--- src/rtl/ms_timer_pkg.sv ---
// ---------------------------------------------------------------------------
// ms_timer_pkg
// Shared types and constants for the multi-channel millisecond timer.
//   state_t             : per-channel state (ST_IDLE, ST_RUN)
//   MODE_ONESHOT        : channel stops after its first expiry
//   MODE_PERIODIC       : channel reloads its period after each expiry
//   MS_TIMER_CW_DEFAULT : default width of period/count registers in ms
// ---------------------------------------------------------------------------
package ms_timer_pkg;

  typedef enum logic {
    ST_IDLE = 1'b0,
    ST_RUN  = 1'b1
  } state_t;

  localparam logic MODE_ONESHOT  = 1'b0;
  localparam logic MODE_PERIODIC = 1'b1;

  localparam int MS_TIMER_CW_DEFAULT = 16;

endpackage

--- src/rtl/ms_timer_chan.sv ---
// ---------------------------------------------------------------------------
// ms_timer_chan
// One timer channel. Holds its own period, mode, remaining count and state.
// It counts 1 ms strobes down from the period and raises a one-cycle expire
// pulse when the last millisecond elapses.
// Ports:
//   clk, rst_n   : system clock, asynchronous active-low reset
//   ce1ms        : shared 1 ms clock-enable strobe
//   cfg_we       : write period/mode of this channel (already decoded)
//   cfg_period   : period in ms, 0 disables the channel
//   cfg_mode     : MODE_ONESHOT or MODE_PERIODIC
//   start, stop  : start/restart and stop requests for this channel
//   busy         : channel is in ST_RUN
//   expire       : one-clk pulse on timeout
//   count        : remaining ms
// ---------------------------------------------------------------------------
module ms_timer_chan
  import ms_timer_pkg::*;
#(
  parameter int CW = MS_TIMER_CW_DEFAULT
) (
  input  logic          clk,
  input  logic          rst_n,
  input  logic          ce1ms,
  input  logic          cfg_we,
  input  logic [CW-1:0] cfg_period,
  input  logic          cfg_mode,
  input  logic          start,
  input  logic          stop,
  output logic          busy,
  output logic          expire,
  output logic [CW-1:0] count
);

  state_t        state_q, state_d;
  logic [CW-1:0] cnt_q, cnt_d;
  logic [CW-1:0] period_q, period_d;
  logic          mode_q, mode_d;
  logic          busy_q, busy_d;
  logic          expire_q, expire_d;

  // Next-state logic. The priority order is stop, then start/restart, then
  // the strobe-driven countdown; a restart therefore swallows an expiry that
  // would otherwise fall in the same cycle. Configuration writes only touch
  // period/mode, so a running count picks them up at its next reload/start.
  always_comb begin
    state_d  = state_q;
    cnt_d    = cnt_q;
    period_d = period_q;
    mode_d   = mode_q;
    expire_d = 1'b0;

    if (cfg_we) begin
      period_d = cfg_period;
      mode_d   = cfg_mode;
    end

    if (stop) begin
      state_d = ST_IDLE;
      cnt_d   = '0;
    end else if (start && (period_q != '0)) begin
      state_d = ST_RUN;
      cnt_d   = period_q;
    end else if ((state_q == ST_RUN) && ce1ms) begin
      if (cnt_q > CW'(1)) begin
        cnt_d = cnt_q - CW'(1);
      end else begin
        // Last millisecond elapsed; a period cleared while running ends the
        // channel rather than reloading a zero count.
        expire_d = 1'b1;
        if ((mode_q == MODE_PERIODIC) && (period_q != '0)) begin
          cnt_d = period_q;
        end else begin
          state_d = ST_IDLE;
          cnt_d   = '0;
        end
      end
    end

    busy_d = (state_d == ST_RUN);
  end

  // State and registered outputs.
  always_ff @(posedge clk or negedge rst_n) begin
    if (!rst_n) begin
      state_q  <= ST_IDLE;
      cnt_q    <= '0;
      period_q <= '0;
      mode_q   <= MODE_ONESHOT;
      busy_q   <= 1'b0;
      expire_q <= 1'b0;
    end else begin
      state_q  <= state_d;
      cnt_q    <= cnt_d;
      period_q <= period_d;
      mode_q   <= mode_d;
      busy_q   <= busy_d;
      expire_q <= expire_d;
    end
  end

  assign busy   = busy_q;
  assign expire = expire_q;
  assign count  = cnt_q;

endmodule

--- src/rtl/ms_timer_ctrl.sv ---
// ---------------------------------------------------------------------------
// ms_timer_ctrl
// Multi-channel millisecond timer controller. Shares the 1 ms strobe among
// NCH independent one-shot/periodic timers (ms_timer_chan instances).
// Optional feature macro: MS_TIMER_IRQ_EN adds sticky per-channel interrupt
// pending bits and a combined registered interrupt line.
// Ports:
//   clk, rst_n   : system clock, asynchronous active-low reset
//   ce1ms        : 1 ms clock-enable strobe, one clk wide
//   cfg_we       : write period/mode of channel cfg_ch (cfg_ch >= NCH ignored)
//   cfg_ch       : channel select for cfg_we
//   cfg_period   : period in ms, 0 disables the channel
//   cfg_mode     : 0 one-shot, 1 periodic
//   start, stop  : per-channel start/restart and stop requests
//   busy         : per-channel running flag
//   expire       : per-channel one-clk timeout pulse
//   count        : remaining ms per channel, channel 0 in the LSBs
//   irq_clr      : (MS_TIMER_IRQ_EN) per-channel pending clear
//   irq_pend     : (MS_TIMER_IRQ_EN) per-channel pending flags
//   irq          : (MS_TIMER_IRQ_EN) OR of pending flags, registered
// ---------------------------------------------------------------------------
module ms_timer_ctrl
  import ms_timer_pkg::*;
#(
  parameter int NCH = 4,
  parameter int CW  = MS_TIMER_CW_DEFAULT,
  parameter int CHW = 2
) (
  input  logic              clk,
  input  logic              rst_n,
  input  logic              ce1ms,
  input  logic              cfg_we,
  input  logic [CHW-1:0]    cfg_ch,
  input  logic [CW-1:0]     cfg_period,
  input  logic              cfg_mode,
  input  logic [NCH-1:0]    start,
  input  logic [NCH-1:0]    stop,
  output logic [NCH-1:0]    busy,
  output logic [NCH-1:0]    expire,
  output logic [NCH*CW-1:0] count
`ifdef MS_TIMER_IRQ_EN
  ,
  input  logic [NCH-1:0]    irq_clr,
  output logic [NCH-1:0]    irq_pend,
  output logic              irq
`endif
);

  logic [NCH-1:0] chan_we;

  // One channel per generate iteration. The write decode compares against
  // the channel index only, so out-of-range selects hit no channel.
  for (genvar i = 0; i < NCH; i++) begin : g_chan
    assign chan_we[i] = cfg_we && (cfg_ch == CHW'(i));

    ms_timer_chan #(
      .CW(CW)
    ) u_chan (
      .clk        (clk),
      .rst_n      (rst_n),
      .ce1ms      (ce1ms),
      .cfg_we     (chan_we[i]),
      .cfg_period (cfg_period),
      .cfg_mode   (cfg_mode),
      .start      (start[i]),
      .stop       (stop[i]),
      .busy       (busy[i]),
      .expire     (expire[i]),
      .count      (count[i*CW +: CW])
    );
  end

`ifdef MS_TIMER_IRQ_EN
  logic [NCH-1:0] irq_pend_q, irq_pend_d;
  logic           irq_q, irq_d;

  // Pending bits are set by the expire pulse and cleared by software; a set
  // arriving with a clear wins so no timeout is ever lost.
  always_comb begin
    irq_pend_d = (irq_pend_q & ~irq_clr) | expire;
    irq_d      = |irq_pend_d;
  end

  always_ff @(posedge clk or negedge rst_n) begin
    if (!rst_n) begin
      irq_pend_q <= '0;
      irq_q      <= 1'b0;
    end else begin
      irq_pend_q <= irq_pend_d;
      irq_q      <= irq_d;
    end
  end

  assign irq_pend = irq_pend_q;
  assign irq      = irq_q;
`endif

endmodule

--- config.mk ---
export PLATFORM = sky130hd
export DESIGN_NAME = ms_timer_ctrl
export DESIGN_NICKNAME = d
export VERILOG_FILES = /design/src/rtl/ms_timer_pkg.sv /design/src/rtl/ms_timer_chan.sv /design/src/rtl/ms_timer_ctrl.sv
export SDC_FILE = /design/constraint.sdc
export NUM_CORES = 1
export LEC_CHECK = 0
export ABC_AREA = 1
export CORE_ASPECT_RATIO = 1.1
export CORE_MARGIN = 2
export CORE_UTILIZATION = 55
export CTS_CLUSTER_DIAMETER = 50
export CTS_CLUSTER_SIZE = 20
export DETAILED_ROUTE_END_ITERATION = 12
export PLACE_DENSITY = 0.86
export RECOVER_POWER = 25
export SYNTH_ARGS = -nofsm -noshare
export SYNTH_HDL_FRONTEND = slang
export SYNTH_SLANG_ARGS = --single-unit
--- constraint.sdc ---
create_clock -name clk -period 4.23 [get_ports clk]
set_input_delay 0.423 -clock clk [delete_from_list [all_inputs] [get_ports clk]]
set_output_delay 0.423 -clock clk [all_outputs]
set_load 0.1 [all_outputs]
==> flow_summary.ini, run 1 <==
[grt]
via_count_of_the_first_global_routing_pass = 8290
globalRouteTotalUtil_pct = 28.1
grt_start_max_net_pins = 75
grt_first_pass_wirelength_mm = 40.9
global_route.overflow_total = 0
grt_antenna_before_repair = 0

[die]
initial_core_util_pct = 56.6
num_io_pins = 103
placeableCoreArea_um2 = 16500
floorplan.rows = 49
die_h_um = 141
floorplan.die_area_um2 = 18000
die_width_um = 128

[routing]
via_to_cell_ratio = 5.52
detail_route.first_pass.iterations = 5
postRouteAntennaNets = 0
via_count = 9176
route.detailed.drc = 0
drt_first_iter_violations = 892
wl_per_cell_um = 14.8
finalWirelength_mm = 24.7

[setup_path]
timing.critical_path.fanout_max = 31
family_with_the_most_delay_on_the_worst_path = simple AND/OR/NAND/NOR gates
timing.critical_path.buf_inv = 1
setup.worst_path.end_class = register
cp_slowest_cell = nand2_1
worst-endpoint-arrival_ps = 2920
critical_path_cell_by_cell = nor2_1 > nand2_1 > nor2_1 > nand2_1 > nand2_2 > nand3_2 > inv_1 > nor2_1 > nand2_1 > nand2_1
worst_path_largest_cell_delay_ps = 520
critical-path-top-cell-by-count = nand2_1
crit_path_start_kind = register
criticalPathCategory = register to register
worst_ep_required_time_ps = 4550

[timing]
fmaxAchievable_mhz = 386
slew_headroom_pct = -17.9
timing.final.max_slew_violations = 34
timing.final.setup_violations = 0
fin_worst_hold_slack_ps = 4.99
worstMarginPinSlew_ps = 1770
unrepaired_setup_endpoints_after_global_routing = no
fin_worst_skew_ps = 9.06
timing.final.crit_share_pct = 61.3
final.min_clock_period_ps = 2590
worst_slack_ps = 1640
hold_viol = 0
setup_total_negative_slack_ps = 0

[synth]
synthMuxAreaShare_pct = 0
yosysUniqueCellTypes = 43
fraction_of_the_mapped_netlist_area_in_adder_cells_pct = 1.07
synth.net_count = 1423
synth_compound_gate_area_share_pct = 7.86
synth_async_sr_flop_share_pct = 100
post_synth_instance_area_um2 = 9330
synth_top_family_by_area = simple AND/OR/NAND/NOR gates
synth_seq_area_share_pct = 37.5
synthFlopType = dfrtp_1
synthesis.yosys.warnings = 0
synth_simple_gate_area_share_pct = 42.0
synthesis.instances = 1384
synth_edf_count = 0
avgSynthCellArea_um2 = 6.74
synth-seq-cells = 140
synth_xor_xnor_area_share_pct = 2.44

[place]
detailed_place_hpwl_mm = 17.7
place_ws_ps = 1620
place_area_um2 = 10300
io_buffer_count = 102
finalWeightedCongestion = 0.936
numPlacedInstances = 1631

[cells_and_area]
fillers = 1405
multi_input_comb_area_um2 = 4980
layout.area.seq_um2 = 3500
layout.cell_area.non_filler_um2 = 10900
num-nets-final = 1485
n_antenna_cell = 0
area_growth_syn_to_layout_pct = 16.3
stdcell_count = 1663
layout-drive-gt1-share_pct = 8.70
post-route-util_pct = 65.8

[clock_network]
cts-hold-fix-buffers = 0
cts_setup_buffers = 0
clkSinkCount = 140
max_clock_buf_depth = 2
cts_tree = done
cts_root_buffer = clkbuf_16
clk_pin_slew_ps = 60
cts_resized = 0
worst_skew_pair.late_latency_ps = 430
h-tree-depth = 4
clock_buffer_count_from_cts = 17

[power]
power.static_leakage_nw = 5.37
power_report.internal_total_mw = 3.18
power_density_nw_per_um2 = 540
pwr-share-comb_pct = 41.9
ir_worst_vdd_mv = 0.370
p_seq_share_pct = 32.0
p_total_mw = 5.87
power.switching_mw = 2.68
power.share.clock_pct = 26.1
share_of_total_power_consumed_by_net_switching_pct = 45.7

[worst_hold_path]
worstHoldPathType = input port to async pin

[job]
cap_violations = 1

[status]
violations = capacitance limit, slew limit
result_of_the_run = complete, but fails checks
cells in the final DEF (no fill, tap or decap), types with 4 or more instances in the layout:
cell	instances
xnor2_1	12
nor2_1	167
a21oi_2	10
a21oi_1	29
nand2_2	12
o21ai_0	75
clkbuf_16	17
inv_2	26
clkbuf_1	4
inv_1	102
clkdlybuf4s50_1	101
nor2_4	4
ha_1	8
clkinvlp_4	4
nand2_1	461
dfrtp_1	140
o21ai_1	5
nand3_1	151
nor2_2	17
nand4_1	42
or2_2	5
xor2_1	14
nand3_2	11
final cells by class:
type,instances,area share (%)
clock inverters,11,1.33
flip-flops and latches,140,32.3
multi-input cells,1053,45.9
repair buffers,104,9.52
inverters,130,4.52
well taps,204,2.35
clock buffers,21,4.15
synthesized netlist by cell type, types with 3 or more instances:
master	number	area (um2)
o21ai_1	5	25.0
a21oi_2	10	87.6
xnor2_1	12	105
a21oi_1	29	145
nand3_1	151	756
nand2_2	12	75.1
nand2_1	461	1730
buf_2	16	80.1
o21ai_0	75	375
o21bai_1	3	22.5
nand3b_1	3	22.5
dfrtp_1	140	3500
or2_1	3	18.8
xor2_1	14	123
inv_2	26	97.6
nand4_1	42	263
nand3_2	11	110
o21ai_2	3	26.3
buf_6	6	67.6
nor2_4	4	45.0
or2_2	5	31.3
buf_4	13	97.6
inv_1	102	383
nor2_1	167	627
ha_1	8	100
clkbuf_1	23	86.3
nor2_2	17	106
path summary, 6_finish.rpt:
check | startpoint | endpoint | slack [ps] | depth (start not counted)
worst max-delay path | g_chan[1].u_chan.period_q[6]$_DFFE_PN0P_ | g_chan[1].u_chan.count[15]$_DFFE_PN0P_ | 1640 | 10
worst min-delay path | rst_n | g_chan[0].u_chan.count[12]$_DFFE_PN0P_ | 5 | 1
worst max register to register | g_chan[1].u_chan.period_q[6]$_DFFE_PN0P_ | g_chan[1].u_chan.count[15]$_DFFE_PN0P_ | 1640 | 10
worst min register to register | g_chan[1].u_chan.period_q[12]$_DFFE_PN0P_ | g_chan[1].u_chan.period_q[12]$_DFFE_PN0P_ | 540 | 2
max in group asynchronous | rst_n | g_chan[3].u_chan.count[6]$_DFFE_PN0P_ | 2120 | 2
min in group clk | g_chan[1].u_chan.period_q[12]$_DFFE_PN0P_ | g_chan[1].u_chan.period_q[12]$_DFFE_PN0P_ | 540 | 2
power by group through the flow:
stage | Combinational (mW) | Clock (mW) | Sequential (mW)
global placement | 2.40 | 0 | 1.88
finish | 2.46 | 1.53 | 1.88
global route | 2.68 | 1.60 | 1.91
CTS | 2.45 | 1.53 | 1.87
detailed placement | 2.44 | 0 | 1.88
floorplan | 1.20 | 0 | 2.54
routing by layer:
metal | wire length, um | vias up | global-route usage, %
li1 | - | 4543 | -
met1 | 11000 | 4245 | 39.7
met2 | 11300 | 324 | 42.9
met3 | 1480 | 64 | 4.67
met4 | 810 | 0 | 12.2
met5 | 0 | - | 0
cells by family after synthesis:
logic type	Yosys count
XOR/XNOR	26
flip-flops	140
adder cells (fa/ha/maj)	8
AND/OR/NAND/NOR	888
buffers and inverters	191
AO/OA/AOI/OAI	131
flip-flops by register name, summed over array words and instances (netlist names):
register	cells
g_chan.u_chan.expire	4
g_chan.u_chan.period_q	64
g_chan.u_chan.count	64
g_chan.u_chan.mode_q	4
g_chan.u_chan.state_q	4
(Power assumes the default switching activity.)
==> run 2, diff against run 1 <==
==> constraint.sdc (replaced) <==
create_clock -name clk -period 2.42 [get_ports clk]
set_input_delay 0.242 -clock clk [delete_from_list [all_inputs] [get_ports clk]]
set_output_delay 0.242 -clock clk [all_outputs]
set_load 0.1 [all_outputs]
==> run 2 against run 1 <==
  * The flow now finishes without violations
  * Sequential power is 73% higher
  * Die area unchanged
  * Critical path depth unchanged
  * Final area down 0.48%
  * Combinational power increased by 74%
  * Setup slack got worse by 1300 ps
  * Hold slack better by 450 ps
  * Clock power increased by 78%
  * Utilization shrank 0.32 points
==> flow_summary.ini, run 2 (synthesized netlist as in run 1, its figures left out) <==
[setup_path]
timing.critical_path.fanout_max = 15
timing.critical_path.buf_inv = 0
timing.reg2reg.setup_slack_ps = 330
family_with_the_most_delay_on_the_worst_path = simple AND/OR/NAND/NOR gates
regToRegEndpoint = g_chan[0].u_chan.count[3]$_DFFE_PN0P_
setup.worst_path.end_class = register
critical_path_cell_by_cell = nor2_1 > nand2_1 > nor2_1 > nand2_1 > nand2_2 > nand2_1 > nand3_1 > nand2_1 > nand2_1 > nand2_1
criticalPathCategory = register to register
worst_ep_required_time_ps = 2750
worst_path_largest_cell_delay_ps = 400
worst-endpoint-arrival_ps = 2420
worstRegToRegCells = 10
critical-path-top-cell-by-count = nand2_1
crit_path_start_kind = register
cp_slowest_cell = dfrtp_1
reg2reg_from = g_chan[0].u_chan.period_q[2]$_DFFE_PN0P_

[die]
floorplan.rows = 49
die_h_um = 141
num_io_pins = 103
floorplan.die_area_um2 = 18000
die_width_um = 128
placeableCoreArea_um2 = 16500
initial_core_util_pct = 56.6

[power]
ir_worst_vdd_mv = 0.545
p_seq_share_pct = 31.8
pwr-share-comb_pct = 41.6
power.static_leakage_nw = 5.55
share_of_total_power_consumed_by_net_switching_pct = 45.8
power.switching_mw = 4.70
p_total_mw = 10.3
power_density_nw_per_um2 = 950
power_report.internal_total_mw = 5.56
power.share.clock_pct = 26.6

[timing]
hold_viol = 0
worstMarginPinSlew_ps = 1360
setup_total_negative_slack_ps = 0
worst_slack_ps = 331
slew_headroom_pct = 9.10
fmaxAchievable_mhz = 479
final.min_clock_period_ps = 2090
timing.final.max_slew_violations = 0
timing.final.crit_share_pct = 86.3
fin_worst_skew_ps = 6.25
unrepaired_setup_endpoints_after_global_routing = no
timing.final.setup_violations = 0

[grt]
global_route.overflow_total = 0
via_count_of_the_first_global_routing_pass = 8415
globalRouteTotalUtil_pct = 28.6
grt_first_pass_wirelength_mm = 41.4
grt_start_max_net_pins = 66
grt_antenna_before_repair = 0

[clock_network]
cts_setup_buffers = 0
h-tree-depth = 4
cts_root_buffer = clkbuf_16
clk_pin_slew_ps = 60
max_clock_buf_depth = 2
worst_skew_pair.late_latency_ps = 440
clkSinkCount = 140
clock_buffer_count_from_cts = 17
cts_tree = done

[job]
cap_violations = 0

[routing]
via_count = 9267
via_to_cell_ratio = 5.53
detail_route.first_pass.iterations = 6
wl_per_cell_um = 15.0
route.detailed.drc = 0
postRouteAntennaNets = 0
drt_first_iter_violations = 1020
finalWirelength_mm = 25.2

[worst_hold_path]
whs_path_depth = 2
worst_hold_startpoint = stop[2]
worstHoldEndpoint = g_chan[2].u_chan.state_q$_DFFE_PN0P_
worstHoldPathType = input port to register

[cells_and_area]
layout-drive-gt1-share_pct = 14.5
n_antenna_cell = 0
layout.area.seq_um2 = 3500
mostFrequentLayoutCell = nand2_1
stdcell_count = 1676
post-route-util_pct = 65.5
layout.cells.most_common_list = 460 x nand2_1, 166 x nor2_1, 151 x nand3_1
fillers = 1422
multi_input_comb_area_um2 = 4990
num-nets-final = 1499
area_growth_syn_to_layout_pct = 15.8

[place]
place_ws_ps = 215
finalWeightedCongestion = 0.914
detailed_place_hpwl_mm = 17.9
io_buffer_count = 102
numPlacedInstances = 1644

[status]
result_of_the_run = finished, final reports clean
==> run 2: what timing repair did <==
action	in CTS	in global routing
hold buffers	1	0
hold endpoints to repair	50	0
gates resized for setup	0	2
endpoints found under the setup margin	0	4
==> run 2: power by group through the flow <==
stage          combinational, mW  clock, mW  sequential [mW]
3_3_place_gp                4.15          0             3.27
2_1_floorplan               2.09          0             4.44
6_report                    4.27       2.73             3.26
3_5_place_dp                4.22          0             3.28
4_1_cts                     4.25       2.76             3.25
5_1_grt                     4.64       2.85             3.32
==> run 2: layout make-up <==
| cell class | count | share of cell area, % |
|---|---|---|
| tap | 204 | 2.36 |
| inverter | 130 | 4.54 |
| sequential | 140 | 32.4 |
| clock buffer | 21 | 4.35 |
| multi-input combinational | 1053 | 46.1 |
| clock inverter | 10 | 1.30 |
| timing repair buffer | 118 | 8.88 |
==> run 2: layer usage <==
layer | wire length [um] | global-route usage (%) | up-vias
li1 | - | - | 4565
met1 | 11000 | 39.5 | 4251
met2 | 11800 | 45.1 | 393
met3 | 1810 | 5.31 | 58
met4 | 639 | 10.2 | 0
met5 | 0 | 0 | -
==> run 2: worst max-delay path by stage <==
| stage | from | slack, ps | to | cells past startpoint |
|---|---|---|---|---|
| 3_3_place_gp | start[0] | 310 | g_chan[0].u_chan.count[1]$_DFFE_PN0P_ | 7 |
| 4_1_cts | g_chan[0].u_chan.period_q[12]$_DFFE_PN0P_ | 230 | g_chan[0].u_chan.count[5]$_DFFE_PN0P_ | 10 |
| 5_1_grt | g_chan[0].u_chan.period_q[5]$_DFFE_PN0P_ | 100 | g_chan[0].u_chan.count[3]$_DFFE_PN0P_ | 10 |
| 6_report | g_chan[0].u_chan.period_q[2]$_DFFE_PN0P_ | 330 | g_chan[0].u_chan.count[3]$_DFFE_PN0P_ | 10 |
| 2_1_floorplan | g_chan[2].u_chan.count[0]$_DFFE_PN0P_ | 160 | g_chan[2].u_chan.count[0]$_DFFE_PN0P_ | 10 |
| 3_5_place_dp | start[0] | 220 | g_chan[0].u_chan.count[5]$_DFFE_PN0P_ | 7 |
==> run 2: through the flow <==
stage / area [um2] / hold slack, ps
CTS: 10800 / 330
global route: 10800 / 477
detailed placement: 10200 / 233
floorplan: 9330 / -53.6
global placement: 10200 / 222
finish: 10800 / 450
==> run 3, diff against run 2 <==
--- a/config.mk
+++ b/config.mk
@@ -12,6 +12,7 @@
 export CTS_CLUSTER_DIAMETER = 50
 export CTS_CLUSTER_SIZE = 20
 export DETAILED_ROUTE_END_ITERATION = 12
+export GPL_ROUTABILITY_DRIVEN = 0
 export PLACE_DENSITY = 0.86
 export RECOVER_POWER = 25
 export SYNTH_ARGS = -nofsm -noshare
==> run 3 against run 2 <==
  * Setup slack worse by 59 ps
  * Clock skew grew 0.63 ps
  * Combinational power about the same
  * Critical path type unchanged
  * Clock power about the same
  * Non-clock buffer count stayed put
  * First-iteration DRC count rose by 5.1%
  * Largest cell class unchanged
  * The run now ends with capacitance limit, slew limit left
==> flow_summary.ini, run 3 (synthesized netlist as in run 1, its figures left out) <==
[worst_hold_path]
worstHoldPathType = input port to register
worstHoldEndpoint = g_chan[1].u_chan.state_q$_DFFE_PN0P_
worst_hold_startpoint = stop[1]
whs_path_depth = 2

[power]
ir_worst_vdd_mv = 0.669
power.static_leakage_nw = 5.55
power_density_nw_per_um2 = 947

[timing]
final.min_clock_period_ps = 2150
fmaxAchievable_mhz = 466
setup_total_negative_slack_ps = 0
unrepaired_setup_endpoints_after_global_routing = no
hold_viol = 0
slew_headroom_pct = -10.7
timing.final.setup_violations = 0
timing.final.crit_share_pct = 88.7
timing.final.max_slew_violations = 63
fin_worst_skew_ps = 6.88
worstMarginPinSlew_ps = 1660

[setup_path]
timing.reg2reg.setup_slack_ps = 270
worst_ep_required_time_ps = 2780
cp_slowest_cell = dfrtp_1
setup.worst_path.end_class = register
worst-endpoint-arrival_ps = 2510
critical_path_cell_by_cell = nor2_1 > nand2_1 > nor2_1 > nand2_1 > nand2_4 > nand2_1 > or2_2 > nand2_1 > nand2_1 > nand2_1
reg2reg_from = g_chan[0].u_chan.period_q[11]$_DFFE_PN0P_
crit_path_start_kind = register
timing.critical_path.fanout_max = 15
worstRegToRegCells = 10
worst_path_largest_cell_delay_ps = 410
critical-path-top-cell-by-count = nand2_1
regToRegEndpoint = g_chan[0].u_chan.count[1]$_DFFE_PN0P_
criticalPathCategory = register to register

[die]
initial_core_util_pct = 56.6
floorplan.die_area_um2 = 18000
die_h_um = 141
die_width_um = 128
placeableCoreArea_um2 = 16500
num_io_pins = 103
floorplan.rows = 49

[grt]
grt_start_max_net_pins = 64
grt_first_pass_wirelength_mm = 41.7
via_count_of_the_first_global_routing_pass = 8465
grt_antenna_before_repair = 0
global_route.overflow_total = 0
globalRouteTotalUtil_pct = 28.7

[place]
numPlacedInstances = 1644
detailed_place_hpwl_mm = 17.9
io_buffer_count = 102

[clock_network]
clk_pin_slew_ps = 60
cts_root_buffer = clkbuf_16
h-tree-depth = 4
cts_tree = done
worst_skew_pair.late_latency_ps = 430
clkSinkCount = 140
clock_buffer_count_from_cts = 17
max_clock_buf_depth = 2

[cells_and_area]
area_growth_syn_to_layout_pct = 15.7
layout.cells.most_common_list = 461 x nand2_1, 166 x nor2_1, 151 x nand3_1
stdcell_count = 1677
fillers = 1449
layout-drive-gt1-share_pct = 14.5
layout.area.seq_um2 = 3500
multi_input_comb_area_um2 = 4990
n_antenna_cell = 0
mostFrequentLayoutCell = nand2_1
num-nets-final = 1499

[routing]
drt_first_iter_violations = 1072
wl_per_cell_um = 14.9
postRouteAntennaNets = 0
route.detailed.drc = 0
via_count = 9378
via_to_cell_ratio = 5.59
detail_route.first_pass.iterations = 5
finalWirelength_mm = 25.1

[status]
violations = capacitance limit, slew limit
result_of_the_run = complete, but fails checks

[job]
cap_violations = 1
==> run 3: cell count changes in the layout (fill, tap and decap cells not counted) <==
| cell | before | now |
|---|---|---|
| buf_4 | 83 | 84 |
| inv_6 | 0 | 3 |
| nand2_2 | 13 | 11 |
| nand2_4 | 2 | 3 |
| nand2_1 | 460 | 461 |
| clkbuf_8 | 3 | 0 |
==> run 3: layout make-up <==
cell class	count	area share, %
Inverter	130	4.54
Clock buffer	19	4.01
Clock inverter	13	1.54
Multi-Input combinational cell	1053	46.2
Timing Repair Buffer	118	8.92
Tap cell	204	2.36
Sequential cell	140	32.4
==> run 3: critical path: cells and delay by family (launching register included) <==
kind             cells  cell delay, ps
AND/OR/NAND/NOR     10            1670
flip-flops           1             410
==> run 3: power breakdown <==
group          internal (mW)  leakage (nW)  switching (mW)
Combinational           1.16          3.48            3.10
Clock                   1.63         0.284            1.08
Sequential              2.71          1.78           0.557
Total                   5.50          5.55            4.73
==> run 3: what timing repair did <==
| item | CTS | global route |
|---|---|---|
| hold endpoints to repair | 60 | 0 |
| setup buffers | 0 | 0 |
| hold buffers | 1 | 0 |
| setup endpoints to repair | 0 | 5 |
| gates resized for setup | 0 | 2 |
==> run 3: through the flow <==
stage               utilization, %  instance area [um2]  total power [mW]  hold slack (ps)  setup slack, ps
finish                        65.5                10800              10.2              446              273
global route                  65.5                10800              10.8              448              103
CTS                           65.5                10800              10.2              390              224
detailed placement            61.8                10200              7.50              271              268
global placement              61.8                10200              7.41              283              327
floorplan                        -                 9330              6.53            -53.6              157
==> run 3: worst max-delay path by stage <==
| stage | startpoint | endpoint | slack [ps] |
|---|---|---|---|
| after floorplan | g_chan[2].u_chan.count[0]$_DFFE_PN0P_ | g_chan[2].u_chan.count[0]$_DFFE_PN0P_ | 160 |
| after global placement | start[0] | g_chan[0].u_chan.count[1]$_DFFE_PN0P_ | 330 |
| after detailed placement | start[0] | g_chan[0].u_chan.count[8]$_DFFE_PN0P_ | 270 |
| after CTS | g_chan[0].u_chan.period_q[5]$_DFFE_PN0P_ | g_chan[0].u_chan.count[1]$_DFFE_PN0P_ | 220 |
| after global routing | g_chan[0].u_chan.period_q[11]$_DFFE_PN0P_ | g_chan[0].u_chan.count[1]$_DFFE_PN0P_ | 100 |
| final | g_chan[0].u_chan.period_q[11]$_DFFE_PN0P_ | g_chan[0].u_chan.count[1]$_DFFE_PN0P_ | 270 |
==> run 3: layer usage <==
| layer | routed length [um] | part of all wire (%) | global-route usage [%] |
|---|---|---|---|
| met1 | 11000 | 44 | 40.7 |
| met2 | 11800 | 47 | 44.9 |
| met3 | 1600 | 6.4 | 4.52 |
| met4 | 667 | 2.7 | 10.0 |
| met5 | 0 | 0 | 0 |
